### src/rtl/lut_port_arbiter_pkg.sv
// Shared constants for the OLED curve-LUT port arbiter: LUT geometry and requester IDs.
package lut_port_arbiter_pkg;

  localparam int LUT_NUM_ENTRIES = 19;
  localparam int LUT_DATA_WIDTH  = 8;
  localparam int LUT_ADDR_WIDTH  = 8;

  // Requester 0 is the brightness/fade engine, requester 1 the pixel colour mapper.
  typedef enum logic {
    REQ_FADE = 1'b0,
    REQ_CMAP = 1'b1
  } req_id_e;

endpackage

### src/rtl/lut_port_arbiter_if.sv
// Requester handshakes and LUT RAM port bundled for the curve-LUT arbiter.
interface lut_port_arbiter_if
  import lut_port_arbiter_pkg::*;
#(
  parameter int ADDR_WIDTH = LUT_ADDR_WIDTH,
  parameter int DATA_WIDTH = LUT_DATA_WIDTH
);

  logic                  req0;
  logic [ADDR_WIDTH-1:0] addr0;
  logic                  gnt0;
  logic                  rvalid0;
  logic [DATA_WIDTH-1:0] rdata0;
  logic                  oob0;

  logic                  req1;
  logic [ADDR_WIDTH-1:0] addr1;
  logic                  gnt1;
  logic                  rvalid1;
  logic [DATA_WIDTH-1:0] rdata1;
  logic                  oob1;

  logic [ADDR_WIDTH-1:0] ram_addr;
  logic [DATA_WIDTH-1:0] ram_dout;

  // The master side is the requesters together with the LUT RAM sitting beside the arbiter.
  modport slave (
    input  req0, addr0, req1, addr1, ram_dout,
    output gnt0, rvalid0, rdata0, oob0,
    output gnt1, rvalid1, rdata1, oob1,
    output ram_addr
  );

  modport master (
    output req0, addr0, req1, addr1, ram_dout,
    input  gnt0, rvalid0, rdata0, oob0,
    input  gnt1, rvalid1, rdata1, oob1,
    input  ram_addr
  );

endinterface

### src/rtl/lut_port_arbiter_rr_arbiter2.sv
// Two-way round-robin grant logic; the priority flips to the other requester after every grant.
module rr_arbiter2
  import lut_port_arbiter_pkg::*;
(
  input  logic clk,
  input  logic rst_n,
  input  logic req0,
  input  logic req1,
  output logic gnt0,
  output logic gnt1
);

  req_id_e prio_q;
  req_id_e prio_d;

  always_comb begin
    gnt0   = 1'b0;
    gnt1   = 1'b0;
    prio_d = prio_q;
    // Grants are suppressed while reset is asserted so nothing enters the pipeline.
    if (rst_n) begin
      if (req0 && (!req1 || prio_q == REQ_FADE)) begin
        gnt0 = 1'b1;
      end else if (req1) begin
        gnt1 = 1'b1;
      end
    end
    if (gnt0) begin
      prio_d = REQ_CMAP;
    end else if (gnt1) begin
      prio_d = REQ_FADE;
    end
  end

  always_ff @(posedge clk or negedge rst_n) begin
    if (!rst_n) begin
      prio_q <= REQ_FADE;
    end else begin
      prio_q <= prio_d;
    end
  end

endmodule

### src/rtl/lut_port_arbiter.sv
// Shares the single-port curve LUT between two requesters; one lookup per cycle,
// data returned two cycles after the grant and steered back to its owner.
module lut_port_arbiter
  import lut_port_arbiter_pkg::*;
#(
  parameter int DATA_WIDTH  = LUT_DATA_WIDTH,
  parameter int ADDR_WIDTH  = LUT_ADDR_WIDTH,
  parameter int NUM_ENTRIES = LUT_NUM_ENTRIES
)(
  input  logic                clk,
  input  logic                rst_n,
  lut_port_arbiter_if.slave   bus
);

  localparam logic [ADDR_WIDTH-1:0] MAX_ADDR  = ADDR_WIDTH'(NUM_ENTRIES - 1);
  localparam logic [DATA_WIDTH-1:0] ZERO_DATA = '0;

  // Returns {clamped flag, in-range address}.
  function automatic logic [ADDR_WIDTH:0] clamp_addr(input logic [ADDR_WIDTH-1:0] a);
    if (a > MAX_ADDR) begin
      return {1'b1, MAX_ADDR};
    end
    return {1'b0, a};
  endfunction

  logic                  gnt0;
  logic                  gnt1;
  logic [ADDR_WIDTH-1:0] sel_addr;
  logic [ADDR_WIDTH:0]   clamped;

  logic [ADDR_WIDTH-1:0] ram_addr_p1;
  logic                  vld_p1;
  req_id_e               own_p1;
  logic                  oob_p1;

  logic                  vld_p2;
  req_id_e               own_p2;
  logic                  oob_p2;

  rr_arbiter2 u_arb (
    .clk   (clk),
    .rst_n (rst_n),
    .req0  (bus.req0),
    .req1  (bus.req1),
    .gnt0  (gnt0),
    .gnt1  (gnt1)
  );

  assign bus.gnt0 = gnt0;
  assign bus.gnt1 = gnt1;
  assign sel_addr = gnt1 ? bus.addr1 : bus.addr0;
  assign clamped  = clamp_addr(sel_addr);

  // Stage 1: latch the granted, clamped address into the RAM address register.
  always_ff @(posedge clk or negedge rst_n) begin
    if (!rst_n) begin
      ram_addr_p1 <= '0;
      vld_p1      <= 1'b0;
      own_p1      <= REQ_FADE;
      oob_p1      <= 1'b0;
    end else begin
      vld_p1 <= gnt0 | gnt1;
      if (gnt0 | gnt1) begin
        ram_addr_p1 <= clamped[ADDR_WIDTH-1:0];
        own_p1      <= gnt1 ? REQ_CMAP : REQ_FADE;
        oob_p1      <= clamped[ADDR_WIDTH];
      end
    end
  end

  assign bus.ram_addr = ram_addr_p1;

  // Stage 2: tag travels alongside the RAM's own output register.
  always_ff @(posedge clk or negedge rst_n) begin
    if (!rst_n) begin
      vld_p2 <= 1'b0;
      own_p2 <= REQ_FADE;
      oob_p2 <= 1'b0;
    end else begin
      vld_p2 <= vld_p1;
      own_p2 <= own_p1;
      oob_p2 <= oob_p1;
    end
  end

  // Response: stale RAM output is masked whenever no tagged lookup is present.
  assign bus.rvalid0 = vld_p2 && (own_p2 == REQ_FADE);
  assign bus.rvalid1 = vld_p2 && (own_p2 == REQ_CMAP);
  assign bus.rdata0  = bus.rvalid0 ? bus.ram_dout : ZERO_DATA;
  assign bus.rdata1  = bus.rvalid1 ? bus.ram_dout : ZERO_DATA;
  assign bus.oob0    = oob_p2 & bus.rvalid0;
  assign bus.oob1    = oob_p2 & bus.rvalid1;

endmodule

### src/flat_wrapper.sv
// flat-port wrapper written by rule: the top's interface ports become plain ports
module lut_port_arbiter_flat import lut_port_arbiter_pkg::*;
#(
  parameter int DATA_WIDTH  = LUT_DATA_WIDTH,
  parameter int ADDR_WIDTH  = LUT_ADDR_WIDTH,
  parameter int NUM_ENTRIES = LUT_NUM_ENTRIES
)
  (clk, rst_n, bus_req0, bus_addr0, bus_req1, bus_addr1, bus_ram_dout, bus_gnt0, bus_rvalid0, bus_rdata0, bus_oob0, bus_gnt1, bus_rvalid1, bus_rdata1, bus_oob1, bus_ram_addr);
  lut_port_arbiter_if #(.ADDR_WIDTH(ADDR_WIDTH), .DATA_WIDTH(DATA_WIDTH)) bus_i ();
  input  logic clk;
  input  logic rst_n;
  input wire logic [$bits(bus_i.req0)-1:0] bus_req0;
  input wire logic [$bits(bus_i.addr0)-1:0] bus_addr0;
  input wire logic [$bits(bus_i.req1)-1:0] bus_req1;
  input wire logic [$bits(bus_i.addr1)-1:0] bus_addr1;
  input wire logic [$bits(bus_i.ram_dout)-1:0] bus_ram_dout;
  output wire logic [$bits(bus_i.gnt0)-1:0] bus_gnt0;
  output wire logic [$bits(bus_i.rvalid0)-1:0] bus_rvalid0;
  output wire logic [$bits(bus_i.rdata0)-1:0] bus_rdata0;
  output wire logic [$bits(bus_i.oob0)-1:0] bus_oob0;
  output wire logic [$bits(bus_i.gnt1)-1:0] bus_gnt1;
  output wire logic [$bits(bus_i.rvalid1)-1:0] bus_rvalid1;
  output wire logic [$bits(bus_i.rdata1)-1:0] bus_rdata1;
  output wire logic [$bits(bus_i.oob1)-1:0] bus_oob1;
  output wire logic [$bits(bus_i.ram_addr)-1:0] bus_ram_addr;
  assign bus_i.req0 = bus_req0;
  assign bus_i.addr0 = bus_addr0;
  assign bus_i.req1 = bus_req1;
  assign bus_i.addr1 = bus_addr1;
  assign bus_i.ram_dout = bus_ram_dout;
  assign bus_gnt0 = bus_i.gnt0;
  assign bus_rvalid0 = bus_i.rvalid0;
  assign bus_rdata0 = bus_i.rdata0;
  assign bus_oob0 = bus_i.oob0;
  assign bus_gnt1 = bus_i.gnt1;
  assign bus_rvalid1 = bus_i.rvalid1;
  assign bus_rdata1 = bus_i.rdata1;
  assign bus_oob1 = bus_i.oob1;
  assign bus_ram_addr = bus_i.ram_addr;
  lut_port_arbiter #(.DATA_WIDTH(DATA_WIDTH), .ADDR_WIDTH(ADDR_WIDTH), .NUM_ENTRIES(NUM_ENTRIES)) u_core (.clk(clk), .rst_n(rst_n), .bus(bus_i));
endmodule
### config.mk
export PLATFORM = sky130hd
export DESIGN_NAME = lut_port_arbiter_flat
export DESIGN_NICKNAME = d
export VERILOG_FILES = /design/src/rtl/lut_port_arbiter_pkg.sv /design/src/rtl/lut_port_arbiter_if.sv /design/src/rtl/lut_port_arbiter_rr_arbiter2.sv /design/src/rtl/lut_port_arbiter.sv /design/src/flat_wrapper.sv
export SDC_FILE = /design/constraint.sdc
export NUM_CORES = 1
export LEC_CHECK = 0
export CELL_PAD_IN_SITES_DETAIL_PLACEMENT = 2
export CELL_PAD_IN_SITES_GLOBAL_PLACEMENT = 2
export CORE_UTILIZATION = 16
export DETAILED_ROUTE_END_ITERATION = 12
export PLACE_DENSITY_LB_ADDON = 0.1
export SYNTH_ARGS = -nofsm -noshare
export SYNTH_HDL_FRONTEND = slang
export SYNTH_SLANG_ARGS = --single-unit
### constraint.sdc
create_clock -name clk -period 1.3 [get_ports clk]
set_input_delay 0.26 -clock clk [delete_from_list [all_inputs] [get_ports clk]]
set_output_delay 0.26 -clock clk [all_outputs]
set_load 0.03 [all_outputs]
==> Yosys cells after proc, flatten, opt, wreduce, memory -nomap -nowiden <==
Index checks and enable logic that the tools add are counted.
{ "totals": {"reg_bits": 15, "input_bits": 28, "output_inout_bits": 30} }
{ "op_classes": {"order_cmp": 1, "muxes": 14, "bitwise_logic": 5, "n_reduce_logical": 6} }
{ "ops": {"columns": ["op", "n"], "rows": [
  ["$mux W8", 3],
  ["$mux W9", 2],
  ["$mux W1", 9],
  ["$gt A8 B5 Y1 const B", 1],
  ["$logic_and A1 B1 Y1", 3],
  ["$and A1 B1 Y1", 2],
  ["$not A1 Y1", 2],
  ["$reduce_bool A2 Y1", 1],
  ["$logic_not A1 Y1", 1],
  ["$logic_or A1 B1 Y1", 1],
  ["$or A1 B1 Y1", 1]
]} }

==> Longest topological paths before layout <==
{ "depth": {"word_depth": 9, "depth_mapped": 4, "depth_no_buf": 4} }

==> By module <==
A second synthesis with hierarchy kept.
{ "hier_totals": {"hier_cells": 74, "area_unflattened_um2": 807.0} }
{ "modules_own_cells": {"columns": ["mod", "instances", "cells_per_inst", "area_each_um2"], "rows": [
  ["lut_port_arbiter", 1, 66, 745.7],
  ["rr_arbiter2", 1, 8, 61.3]
]} }

==> Worst setup path before layout <==
OpenSTA, ideal clock, no wires.
{ "synth_timing": {"kind": "register to output", "from": "register u_core.own_p2", "to": "output port bus_oob0", "t_arrival_ps": 1239, "required_time_ps": 1040, "slack_ps": -199, "path_stages_with_launch": 4, "path_buffers": 1, "path_cell_list": "dfrtp_1 -> nor2b_1 -> clkbuf_1 -> and2_1"} }
{ "synth_between": {"elab_chain_cells": 3} }
{ "synth_rtl": {"columns": ["item", "line", "text"], "rows": [
  ["from (decl)", "lut_port_arbiter.sv:37", "req_id_e own_p2;"],
  ["from (signal assigned)", "lut_port_arbiter.sv:81", "own_p2 <= own_p1;"],
  ["$not A1 Y1", "lut_port_arbiter.sv:87", "assign bus.rvalid0 = vld_p2 && (own_p2 == REQ_FADE);"],
  ["$logic_and A1 B1 Y1", "lut_port_arbiter.sv:87", null],
  ["net bus_rvalid0", "flat_wrapper.sv:18", "output wire logic [$bits(bus_i.rvalid0)-1:0] bus_rvalid0;"],
  ["$and A1 B1 Y1", "lut_port_arbiter.sv:91", "assign bus.oob0 = oob_p2 & bus.rvalid0;"],
  ["to (decl)", "flat_wrapper.sv:20", "output wire logic [$bits(bus_i.oob0)-1:0] bus_oob0;"]
]} }
The timed path passes the listed nets, and every way through them passes these cells.

==> Final worst setup path <==
{ "layout_timing": {"from": "register u_core.own_p2", "to": "output port bus_rdata0[5]"} }
{ "layout_between": {"elab_chain_cells": 3} }
{ "layout_rtl": {"columns": ["item", "line", "text"], "rows": [
  ["$not A1 Y1", "lut_port_arbiter.sv:87", null],
  ["$logic_and A1 B1 Y1", "lut_port_arbiter.sv:87", null],
  ["$mux W8", "lut_port_arbiter.sv:89", "assign bus.rdata0 = bus.rvalid0 ? bus.ram_dout : ZERO_DATA;"],
  ["to (decl)", "flat_wrapper.sv:19", "output wire logic [$bits(bus_i.rdata0)-1:0] bus_rdata0;"]
]} }
Every way passes these cells.

==> flow_summary.json <==
{
  "critical_path_required_ps": 1040,
  "htree_levels": 1,
  "rsz0062_at_grt": "true",
  "seqCellArea_um2": 376.6,
  "final.setup.worst_slack_ps": -146.9,
  "worstPathMaxFanout": 5,
  "worstSetupEndpointType": "primary output",
  "netlist.area_leader.share": 0.4839,
  "drt_pass1_iterations": 4,
  "drive_gt1_frac": 0.5686,
  "max_stage_delay_ps": 450,
  "slew_headroom": 0.7883,
  "antenna_found_initial": 0,
  "syn-cell-area_um2": 775.7,
  "reg2reg_slack_ps": -70,
  "grt_pass1_vias": 1011,
  "period_share": 1.113,
  "hold_path.class": "in2async",
  "status": "complete, but fails checks",
  "syn_nets": 104,
  "grt_pass1_wl_mm": 4.733,
  "p_leak_nw": 0.8236,
  "layout_min_cycle_time_ps": 1447,
  "combPwrFrac": 0.390,
  "netlist_instances": 76,
  "ant_nets": 0,
  "cp_top_family": "flip-flops",
  "routedWlPerCell_um": 14.28,
  "cts_sinks": 15,
  "p_clk_frac": 0.251,
  "fp.dieW_um": 71.63,
  "ys_warn_count": 0,
  "die_area_mm2": 0.005131,
  "area_growth_pct": 130.0,
  "routed_wl_mm": 2.927,
  "ys_top_cells_by_area": "dfrtp_1 48%, and2_1 11%, and3_1 7.3%",
  "crit_chain": "nor2b_4 -> and2_4 -> buf_6",
  "post-route-drc-count": 0,
  "multi_input_area_um2": 558.0,
  "reg2reg_to": "u_core.bus.ram_addr[0]",
  "antenna_cells": 0,
  "die_height_um": 71.63,
  "worstPathArrival_ps": 1190,
  "avgSynthCellArea_um2": 10.21,
  "grt_max_degree": 12,
  "rr_startpoint": "u_core.u_arb.prio_q",
  "tightest_slew_ps": 314.9,
  "row_count": 24,
  "drt_iter0_markers": 11,
  "tns_ps": -2352,
  "vias_per_cell": 4.395,
  "core-area_mm2": 0.004504,
  "ios": 58,
  "routabilityCongestion": 0.7010,
  "ctsHoldBuffers": 0,
  "fillers": 468,
  "track_usage": 0.1179,
  "cp.buffers_inverters": 1,
  "portBuffers": 57,
  "clk_latency_ps": 240,
  "fmax_ghz": 0.6911,
  "cts_tree": "yes",
  "overflow": 0,
  "vias": 901,
  "cap_violations": 0,
  "setup_violations": 24,
  "yosys.area.top_type": "dfrtp_1",
  "dpl.hpwl_mm": 2.281,
  "cp_slowest_cell": "dfrtp_2",
  "start_util": 0.1722,
  "vdd_ir_drop_max_uv": 323.9,
  "cts_buffers": 3,
  "synth.distinct_cells": 22,
  "cp-start-kind": "register",
  "holdWs_ps": 67.31,
  "power_density_mw_per_mm2": 821.3,
  "p_int_mw": 1.019,
  "worstSetupPathType": "reg2out",
  "final.setup_skew_ps": 0.6198,
  "cts-root-buf": "clkbuf_8",
  "ys_seq_area_frac": 0.4839,
  "maxSlewViolCount": 0,
  "finalHoldViolCount": 0,
  "ys_ff_latch": 15,
  "layout.nets": 182,
  "sw_frac_of_total": 0.3049,
  "violations": "negative setup slack",
  "clkTransAtPathRegs_ps": 60,
  "power.switching_uw": 446.8,
  "pwr-share-seq": 0.359,
  "rr_worst_depth": 5,
  "clockBufferDepth": 2
}
==> worst max-delay path by stage <==
| stage | slack, ps | end | start | cells after the start |
|---|---|---|---|---|
| 2_1_floorplan | -170 | u_core.bus.ram_addr[0] | u_core.u_arb.prio_q | 4 |
| 3_3_place_gp | -480 | u_core.bus.ram_addr[3] | bus_req1 | 6 |
| 3_5_place_dp | -530 | u_core.bus.ram_addr[1] | bus_addr0[0] | 5 |
| 4_1_cts | -190 | bus_rdata0[5] | u_core.own_p2 | 3 |
| 5_1_grt | -200 | bus_rdata0[1] | u_core.own_p2 | 3 |
| 6_report | -150 | bus_rdata0[5] | u_core.own_p2 | 3 |
==> kinds of logic after synthesis <==
logic type / Yosys count / synth area share
mux: 7 / 0.09516
buf+inv: 6 / 0.02903
compound gates: 14 / 0.1436
flops: 15 / 0.4839
simple gates: 34 / 0.2484
==> timing repair <==
item                       in CTS  in global routing
setup buffers                   4                  0
pin swaps                      15                  4
setup endpoints to repair      35                 28
gates resized for setup        74                 11
hold endpoints to repair        0                  0
cloned                          1                  0
==> placed cells by master, fill, tap and decap left out, types with 2 or more instances in the layout <==
cell type | synthesis | routed
clkdlybuf4s50_1 | 0 | 14
buf_6 | 0 | 28
nand2_1 | 6 | 5
o21ai_1 | 0 | 2
nor2b_4 | 0 | 2
dfrtp_1 | 15 | 14
clkbuf_8 | 0 | 3
buf_4 | 0 | 19
mux2i_4 | 0 | 2
and3_4 | 0 | 7
and2_1 | 14 | 4
a21oi_4 | 1 | 2
o31ai_2 | 0 | 2
clkdlybuf4s15_1 | 0 | 2
a211o_1 | 2 | 2
and2_4 | 0 | 10
and3_1 | 9 | 2
dlygate4sd2_1 | 0 | 13
mux2_4 | 0 | 3
==> Yosys cell counts (all sizes together) <==
cell / count
dfrtp: 15
o31ai: 2
a31oi: 1
o21ai: 3
mux2i: 4
nor2b: 1
and2: 14
nor2: 2
inv: 2
a2111oi: 1
nand2: 6
a211o: 2
or3: 1
and3: 9
a31o: 1
a21oi: 3
nor4: 1
clkbuf: 4
mux2: 3
a21o: 1
==> power by group through the flow <==
stage	combinational (mW)	sequential, mW	clock (mW)
after floorplan	0.195	0.534	0
after global placement	0.445	0.523	0
after detailed placement	0.457	0.525	0
after CTS	0.555	0.528	0.391
after global routing	0.605	0.534	0.405
final	0.571	0.527	0.367
==> worst reg2reg max path, delay by kind of cell, from the launching register on <==
family	cells	cell delay (ps)
muxes	1	300
DFF	1	370
buffers and inverters	2	220
AOI/OAI and AO/OA	2	380
==> layout make-up <==
cell class,instances,share of cell area
Multi-Input combinational cell,56,0.3128
Sequential cell,15,0.2111
Tap cell,52,0.03647
Inverter,2,0.004208
Timing Repair Buffer,76,0.4102
Clock buffer,4,0.02525
==> metrics by stage <==
stage            util  total power [mW]  area (um^2)  setup WS (ps)  cells
3_3_place_gp   0.3250            0.9679         1464         -484.5    197
5_1_grt        0.3961             1.544         1784         -204.6    205
3_5_place_dp   0.3250            0.9812         1464         -525.7    197
6_report       0.3961             1.465         1784         -146.9    205
2_1_floorplan       -            0.7284        794.5         -173.1     76
4_1_cts        0.3861             1.474         1739         -185.0    205
==> routing by layer <==
metal	part of all wire	global-route usage	vias to the layer above
met5	0	0	-
met4	0.0048	0.03268	0
met3	0.074	0.02532	2
met2	0.52	0.2317	46
met1	0.40	0.1249	429
li1	-	-	424
==> state kept, by name, indices dropped and copies added (netlist names) <==
signal               cells
u_core.own_p1            1
u_core.oob_p2            1
u_core.bus.ram_addr      8
u_core.own_p2            1
u_core.oob_p1            1
u_core.u_arb.prio_q      1
u_core.vld_p1            1
u_core.vld_p2            1
(Power assumes the default switching activity.)
